<file path="src/rtl/board_ws2812_driver.sv">
// board_ws2812_driver
//   Renders the 8x8 life board onto a chained WS2812-style LED matrix.
//   On an accepted start the board is snapshotted. Each cell becomes a 24-bit
//   GRB word: ON_COLOR if the cell is alive, 0 if it is dead. The 64 words are
//   sent MSB first using single-wire NRZ bit cells. The line is then held low
//   for the latch period.
//
//   Optional feature (compile-time macro SERPENTINE_EN):
//     When defined, odd rows are read right-to-left so that boustrophedon-wired
//     matrices display correctly. When undefined, pixels follow linear order.
//
// Ports:
//   clk        in   system clock, rising edge
//   rst_n      in   asynchronous active-low reset
//   board[63:0] in  cell states, cell (r,c) = board[r*8+c]
//   start      in   frame request, honoured only while ready=1
//   ready      out  high while idle
//   frame_done out  one-cycle pulse on the last latch cycle
//   dout       out  registered serial LED data
module board_ws2812_driver #(
  parameter int          T0H_CYCLES   = 4,
  parameter int          T1H_CYCLES   = 8,
  parameter int          BIT_CYCLES   = 15,
  parameter int          RESET_CYCLES = 600,
  parameter logic [23:0] ON_COLOR     = 24'h001000
) (
  input  logic        clk,
  input  logic        rst_n,
  input  logic [63:0] board,
  input  logic        start,
  output logic        ready,
  output logic        frame_done,
  output logic        dout
);

  localparam int MAX_CYC = (BIT_CYCLES > RESET_CYCLES) ? BIT_CYCLES : RESET_CYCLES;
  localparam int CW      = (MAX_CYC > 1) ? $clog2(MAX_CYC) : 1;

  localparam logic [CW-1:0] BIT_LAST   = CW'(BIT_CYCLES - 1);
  localparam logic [CW-1:0] RESET_LAST = CW'(RESET_CYCLES - 1);
  localparam logic [CW-1:0] T0H_LEN    = CW'(T0H_CYCLES);
  localparam logic [CW-1:0] T1H_LEN    = CW'(T1H_CYCLES);

  generate
    if (!((T0H_CYCLES > 0) && (T0H_CYCLES < T1H_CYCLES) &&
          (T1H_CYCLES < BIT_CYCLES) && (RESET_CYCLES >= 1))) begin : g_bad_timing
      $error("board_ws2812_driver: need 0 < T0H < T1H < BIT_CYCLES and RESET_CYCLES >= 1");
    end
  endgenerate

  typedef enum logic [1:0] {
    IDLE  = 2'd0,
    SEND  = 2'd1,
    LATCH = 2'd2
  } state_t;

  state_t      state_q,  state_d;
  logic [63:0] shadow_q, shadow_d;
  logic [5:0]  pix_q,    pix_d;
  logic [4:0]  bit_q,    bit_d;
  logic [CW-1:0] cyc_q,  cyc_d;
  logic        dout_q,   dout_d;
  logic        ready_q,  ready_d;
  logic        done_q,   done_d;

  logic [5:0]  cell_idx;
  logic        bit_val;
  logic [CW-1:0] high_len;

  // Next-state logic. The bit counter counts up 0..23 and the transmitted
  // bit index is 23 - bit, which gives MSB-first order (G, then R, then B).
  // The registered outputs are derived from the *next* counters so that they
  // line up with the counter values of the cycle in which they are visible.
  always_comb begin
    state_d  = state_q;
    shadow_d = shadow_q;
    pix_d    = pix_q;
    bit_d    = bit_q;
    cyc_d    = cyc_q;

    case (state_q)
      IDLE: begin
        if (start) begin
          shadow_d = board;
          pix_d    = '0;
          bit_d    = '0;
          cyc_d    = '0;
          state_d  = SEND;
        end
      end
      SEND: begin
        if (cyc_q == BIT_LAST) begin
          cyc_d = '0;
          if (bit_q == 5'd23) begin
            bit_d = '0;
            // The pixel counter parks at 63 rather than wrapping into a 65th pixel.
            if (pix_q == 6'd63) begin
              state_d = LATCH;
            end else begin
              pix_d = pix_q + 6'd1;
            end
          end else begin
            bit_d = bit_q + 5'd1;
          end
        end else begin
          cyc_d = cyc_q + 1'b1;
        end
      end
      LATCH: begin
        if (cyc_q == RESET_LAST) begin
          cyc_d   = '0;
          state_d = IDLE;
        end else begin
          cyc_d = cyc_q + 1'b1;
        end
      end
      default: begin
        state_d = IDLE;
      end
    endcase

`ifdef SERPENTINE_EN
    // Odd rows (pix[3] set) run right-to-left on a boustrophedon matrix.
    cell_idx = {pix_d[5:3], pix_d[2:0] ^ {3{pix_d[3]}}};
`else
    cell_idx = pix_d;
`endif

    bit_val  = shadow_d[cell_idx] & ON_COLOR[5'd23 - bit_d];
    high_len = bit_val ? T1H_LEN : T0H_LEN;

    dout_d  = (state_d == SEND) && (cyc_d < high_len);
    ready_d = (state_d == IDLE);
    done_d  = (state_d == LATCH) && (cyc_d == RESET_LAST);
  end

  // Single state register. Reset drops dout immediately and discards any
  // frame in progress.
  always_ff @(posedge clk or negedge rst_n) begin
    if (!rst_n) begin
      state_q  <= IDLE;
      shadow_q <= '0;
      pix_q    <= '0;
      bit_q    <= '0;
      cyc_q    <= '0;
      dout_q   <= 1'b0;
      ready_q  <= 1'b1;
      done_q   <= 1'b0;
    end else begin
      state_q  <= state_d;
      shadow_q <= shadow_d;
      pix_q    <= pix_d;
      bit_q    <= bit_d;
      cyc_q    <= cyc_d;
      dout_q   <= dout_d;
      ready_q  <= ready_d;
      done_q   <= done_d;
    end
  end

  assign dout       = dout_q;
  assign ready      = ready_q;
  assign frame_done = done_q;

endmodule
</file>
<file path="config.mk">
export PLATFORM = sky130hd
export DESIGN_NAME = board_ws2812_driver
export DESIGN_NICKNAME = d
export VERILOG_FILES = /design/src/rtl/board_ws2812_driver.sv
export SDC_FILE = /design/constraint.sdc
export NUM_CORES = 1
export LEC_CHECK = 0
export CAP_MARGIN = 10
export CORE_MARGIN = 4
export CORE_UTILIZATION = 35
export CTS_CLUSTER_SIZE = 30
export DETAILED_ROUTE_END_ITERATION = 7
export PLACE_DENSITY = 0.56
export RECOVER_POWER = 25
export SYNTH_ARGS = -nofsm -noshare
export SYNTH_HDL_FRONTEND = slang
export SYNTH_SLANG_ARGS = --single-unit
</file>
<file path="constraint.sdc">
create_clock -name clk -period 4.95 [get_ports clk]
set_input_delay 0.7425 -clock clk [delete_from_list [all_inputs] [get_ports clk]]
set_output_delay 0.7425 -clock clk [all_outputs]
set_load 0.02 [all_outputs]
</file>
==> summary.txt <==
Status
  – Status: finished with violations
  – Failing checks: capacitance limit, slew limit

Drt
  – DR iter-0 viols: about 260
  – Detail Route Antenna Nets: 0
  – Via density per instance: between 5 and 6
  – First drt pass iteration count: 5
  – Post-Route WL: approximately 13000 um
  – # DRC: 0
  – WL/cell: 15.7 um
  – Vias: 4440

Logic synthesis
  – #FFs+latches synth: 90
  – Syn avg cell area: slightly above 8 um2
  – Ys async rst share: 100%
  – Net Count, Synth: about 670
  – Post-synth EDFFs: 0
  – Largest cells by area after synthesis: dfrtp_1 46%, nand2_1 17%, o21ai_0 3.9%
  – Synthesized instance count: 595
  – Main synth FF type: dfrtp_1
  – Post-synthesis cell type count: 64
  – Ys Warns: 0
  – Synth top area share: a little under half
  – Cell accounting for the most synthesized area: dfrtp_1
  – Synthesized area: 0.00487 mm2
  – Register area share after synthesis: between 40% and 50%

Critical path
  – Critical Path AT: 4990 ps
  – Crit Path Category: reg -> reg
  – WP data required: 5220 ps
  – Critical path capture point type: flop
  – Startpoint types: flop
  – R2R depth: 18
  – CP Max Fanout: 7
  – Reg-to-Reg End: dout
  – Flop2flop setup slack: 230 ps
  – Worst reg2reg startpoint: cyc_q[0]

Layout
  – Fin util: 46.9%
  – Nets: about 750
  – Commonest non-fill, non-tap cell in the layout: nand2_1
  – Share of cells above drive strength 1: 12.3%
  – Most frequent cells in the layout: 224 x nand2_1, 89 x dfrtp_1, 68 x clkdlybuf4s50_1
  – Inserted Diodes: 0
  – Area delta synth->final: 29.4%

Global route
  – Largest net degree at the start of global routing: 49
  – First-pass GRT wire length: 22500 um
  – Initial antenna violation count: 0
  – Vias in the first global route: 4385
  – Total GRT Usage: between 10% and 20%
  – Gr ovfl total: 0

Placement
  – Post-DP HPWL: 9880 um
  – PortBufs: between 60 and 70
  – Placer Congestion: 0.821

Hold path
  – Hold path cells: 2
  – Min-delay src: shadow_q[20]
  – Min-Delay Endpoint: shadow_q[20]
  – HP Class: reg -> reg

Power and ir drop
  – Pwr per Cell Area: 306 mW/mm2
  – Pleak: 2.89 nW
  – Max VDD drop: 160 uV

STA
  – Final Max Tran Viols: 44
  – Slew @ Worst Pin: 2260 ps
  – Worst hold slack: 471 ps
  – Final period util: 95.4%
  – # setup viols final: 0
  – Min cycle time layout: 4720 ps
  – Clock Skew: 11.9 ps
  – Fin. Hold Viols: 0
  – Worst relative slew slack: -50.9%
  – Setup TNS: 0 ps
  – Max Freq: ~210 MHz

Die
  – Height of the die: between 100 and 150 um
  – Rows: 42
  – Core footprint: 0.0135 mm2
  – Initial Util: a little over a third
  – Die area: 0.0159 mm2
  – Die X: 126 um
  – Number of I/O pins: 70

CTS
  – CTS buffer count: 9
  – CTS tree: yes
  – CTS max path bufs: 2
  – CTS root buf: clkbuf_16
  – Clock Pin Slew Worst Setup and Hold Paths: 60 ps
  – Clock sink count: 90
  – Worst skew pair latency: 350 ps
  – H-tree depth: 3

Job
  – Max Cap Viol: 1
## how the worst max path moves through the flow
stage	endpoint	cells after the start	slack, ps	startpoint
after floorplan	dout	20	320	cyc_q[0]
after global placement	dout	16	-50	start
after detailed placement	dout	16	-70	start
after CTS	dout	18	40	cyc_q[0]
after global routing	dout	17	-1	bit_q[0]
final	dout	18	230	cyc_q[0]
## state kept, by name (all words and copies together) (netlist names)
signal,flops
shadow_q,64
bit_q,5
dout,1
state_q,2
ready,1
pix_q,6
frame_done,1
cyc_q,10
## metal layers
metal | track usage, % | up-vias | wire length (um)
met5 | 0 | - | 0
met4 | 5.80 | 0 | 213
met3 | 3.34 | 13 | 729
met2 | 26.9 | 120 | 6200
met1 | 25.1 | 2094 | 6330
li1 | - | 2213 | -
## where the power goes
group | total (mW) | internal [mW] | switching, mW
Sequential | 0.879 | 0.809 | 0.0704
Combinational | 0.323 | 0.154 | 0.169
Clock | 0.729 | 0.442 | 0.287
Total | 1.93 | 1.40 | 0.526
## logic make-up (layout without fill, tap and decap cells)
| logic type | after synthesis | count (layout) | synth area share, % |
|---|---|---|---|
| adder cells (fa/ha/maj) | 5 | 5 | 1.28 |
| AND/OR/NAND/NOR | 328 | 328 | 29.1 |
| XOR/XNOR | 5 | 5 | 0.899 |
| AO/OA/AOI/OAI | 108 | 108 | 14.6 |
| buffers and inverters | 39 | 128 | 3.42 |
| flip-flops | 90 | 90 | 46.3 |
| multiplexers | 20 | 20 | 4.44 |
## metrics by stage
| step | instance area (um2) | cells | setup slack [ps] | total power [mW] |
|---|---|---|---|---|
| 5_1_grt | 6300 | 860 | -1.33 | 2.03 |
| 2_1_floorplan | 4870 | 595 | 319 | 1.04 |
| 6_report | 6300 | 860 | 229 | 1.93 |
| 4_1_cts | 6220 | 858 | 44.6 | 1.95 |
| 3_5_place_dp | 5910 | 842 | -69.1 | 1.21 |
| 3_3_place_gp | 5910 | 842 | -46.7 | 1.20 |
## repair_timing
| action | in CTS | in global routing |
|---|---|---|
| resized for setup | 0 | 19 |
| setup buffers | 0 | 2 |
| endpoints found under the setup margin | 0 | 1 |
| hold buffers | 0 | 0 |
## Yosys cell counts (4+ instances only)
cell type and n:
mux2i_1 16, clkbuf_1 25, o21ai_0 38, nand4b_1 4, inv_1 6, nor3_1 8
nand4_1 7, o211ai_1 7, a21o_1 4, ha_1 5, a211oi_1 5, dfrtp_1 89
a21oi_1 17, nand2_1 224, buf_2 4, nor2_1 38, or3_1 5, nand3_1 14
nand3b_1 4, nand2b_1 4, o22ai_1 4
## area by class of cell
type | count | area, um2
Clock buffer | 11 | 233
Tap cell | 176 | 220
Multi-Input combinational cell | 466 | 2520
Fill cell | 1375 | 7150
Sequential cell | 90 | 2250
Inverter | 7 | 26.3
Timing Repair Buffer | 105 | 968
Clock inverter | 5 | 78.8
## worst max-delay path, stage by stage, from the launching register on
cell	delay [ps]
dfrtp_1	380
inv_2	70
ha_1	150
or4b_4	480
or4_4	530
buf_4	170
o21ai_4	140
buf_6	150
mux2i_1	70
mux4_2	470
nand4_1	100
o21ai_1	80
nor4_2	270
a41oi_2	100
ha_2	210
or4b_2	650
or4_4	440
nor2_2	90
o2bb2ai_1	110
Power figures use the tool's default switching activity.
==> RTL edit, RTL diff (same settings) <==
Add a define of `SERPENTINE_EN`.
--- a/src/rtl/board_ws2812_driver.sv
+++ b/src/rtl/board_ws2812_driver.sv
@@ -19,2 +19,4 @@
 //   dout       out  registered serial LED data
+`define SERPENTINE_EN
+
 module board_ws2812_driver #(
Formal check against the unedited RTL: same outputs for any inputs over 10 cycles, from zero or initial values and one cycle with rst_n low; that may be too few to reach the edited logic, so the function may still have changed.
==> RTL edit against the unedited design <==
- synthesized cell count down 2.0%
- sequential cell count unchanged
- area after synthesis down 0.46%
- total power down 1.5%
- cell area down 3.3%
- largest cell class unchanged
- the flow still finishes with violations (capacitance limit, slew limit)
- worst setup slack better by 0.20 ns
- wire length up 4.8%
- core utilization down 1.4 points
- via count down 0.50%
- critical endpoint unchanged
- non-clock buffer count down 23
==> RTL edit: results (changes against the unedited design) <==
Outcome
  • Outcome: finished with violations
  • Failing checks: capacitance limit, slew limit

Layout
  • Utilization after layout: 45.5% (-1.4 points)
  • Fraction of layout cells with a size suffix above 1: 6.71% (-5.6 points)

Routing
  • Vias: 4418 (-0.50%)
  • Met3 wire len: 705 um (-3.3%)
  • WL per Instance: 17.0 um (+8.3%)
  • M1 WL: 6870 um (+8.5%)

Timing
  • Setup Skew: 0.00472 ns (-0.00720 ns)
  • Final Slew Violations: 48 (+9.1%)
  • Hold WS: 0.459 ns (-0.0121 ns)

Worst setup path
  • R2R cell count: 16 (-2)
  • Flop2flop setup slack: 0.42 ns (+0.20 ns)
  • R2R Path Start: pix_q[0]
  • Max incr delay on CP: 0.50 ns (-0.15 ns)
  • CP max stage cell: nor2_2

Hold path
  • Destination of the worst hold path: shadow_q[13]
  • Min-delay src: shadow_q[13]

Power
  • Leak pwr: 2.78 nW (-3.8%)
  • Peak supply drop: 0.164 mV (+2.0%)
  • Sequential power share: 45.9% (+0.4 points)
  • Power, Total: 0.00190 W (-1.5%)

GRT
  • Vias in the first global route: 4472 (+2.0%)
  • Largest net degree at the start of global routing: 48 (-2.0%)
  • M2 GR Usage: 27.1% (+0.18 points)
  • First-pass GRT wire length: 23100 um (+2.7%)
  • Met1 Usage GRT: 26.7% (+1.7 points)

Place
  • GPL Wtd Cong: 0.903 (+10%)
  • Detailed placer's ending HPWL: 10700 um (+8.5%)

Flow run
  • Max-cap check violation count: 1 (unchanged)

Synthesis
  • Netlist cell types: 65 (+1.6%)
  • Register area share after synthesis: 46.5% (+0.22 points)
  • Gate Count Post-Synth: 583 (-2.0%)
  • Area contributors post-synth: dfrtp_1, nand2_1, o21ai_0, mux2i_1, nand3_1
[RTL edit: worst min-delay path: cells and delay by family, from the launching register on]
kind	cells	cell delay, ns
flip-flops	1	0.32
AND/OR/NAND/NOR	2	0.11
[RTL edit: worst max path at each step]
| stage | endpoint | cells past startpoint | start |
|---|---|---|---|
| after detailed placement | dout | 16 | pix_q[0] |
| after CTS | dout | 16 | pix_q[0] |
| after global routing | dout | 15 | state_q[0] |
| after global placement | dout | 15 | state_q[0] |
| after floorplan | dout | 17 | bit_q[0] |
| final | dout | 16 | pix_q[0] |
[RTL edit: kinds of logic after synthesis]
logic type	synth area share, %
simple gates	29.6
xor+xnor	1.29
compound gates	14.4
buf+inv	3.38
mux	3.59
flops	46.5
fa+ha+maj	1.29
[RTL edit: final cells by class]
class | instances | share of cell area, %
multi-input combinational | 455 | 40.0
sequential | 90 | 37.0
timing repair buffer | 82 | 13.2
clock buffer | 10 | 3.92
tap | 176 | 3.61
clock inverter | 6 | 1.46
inverter | 13 | 0.801
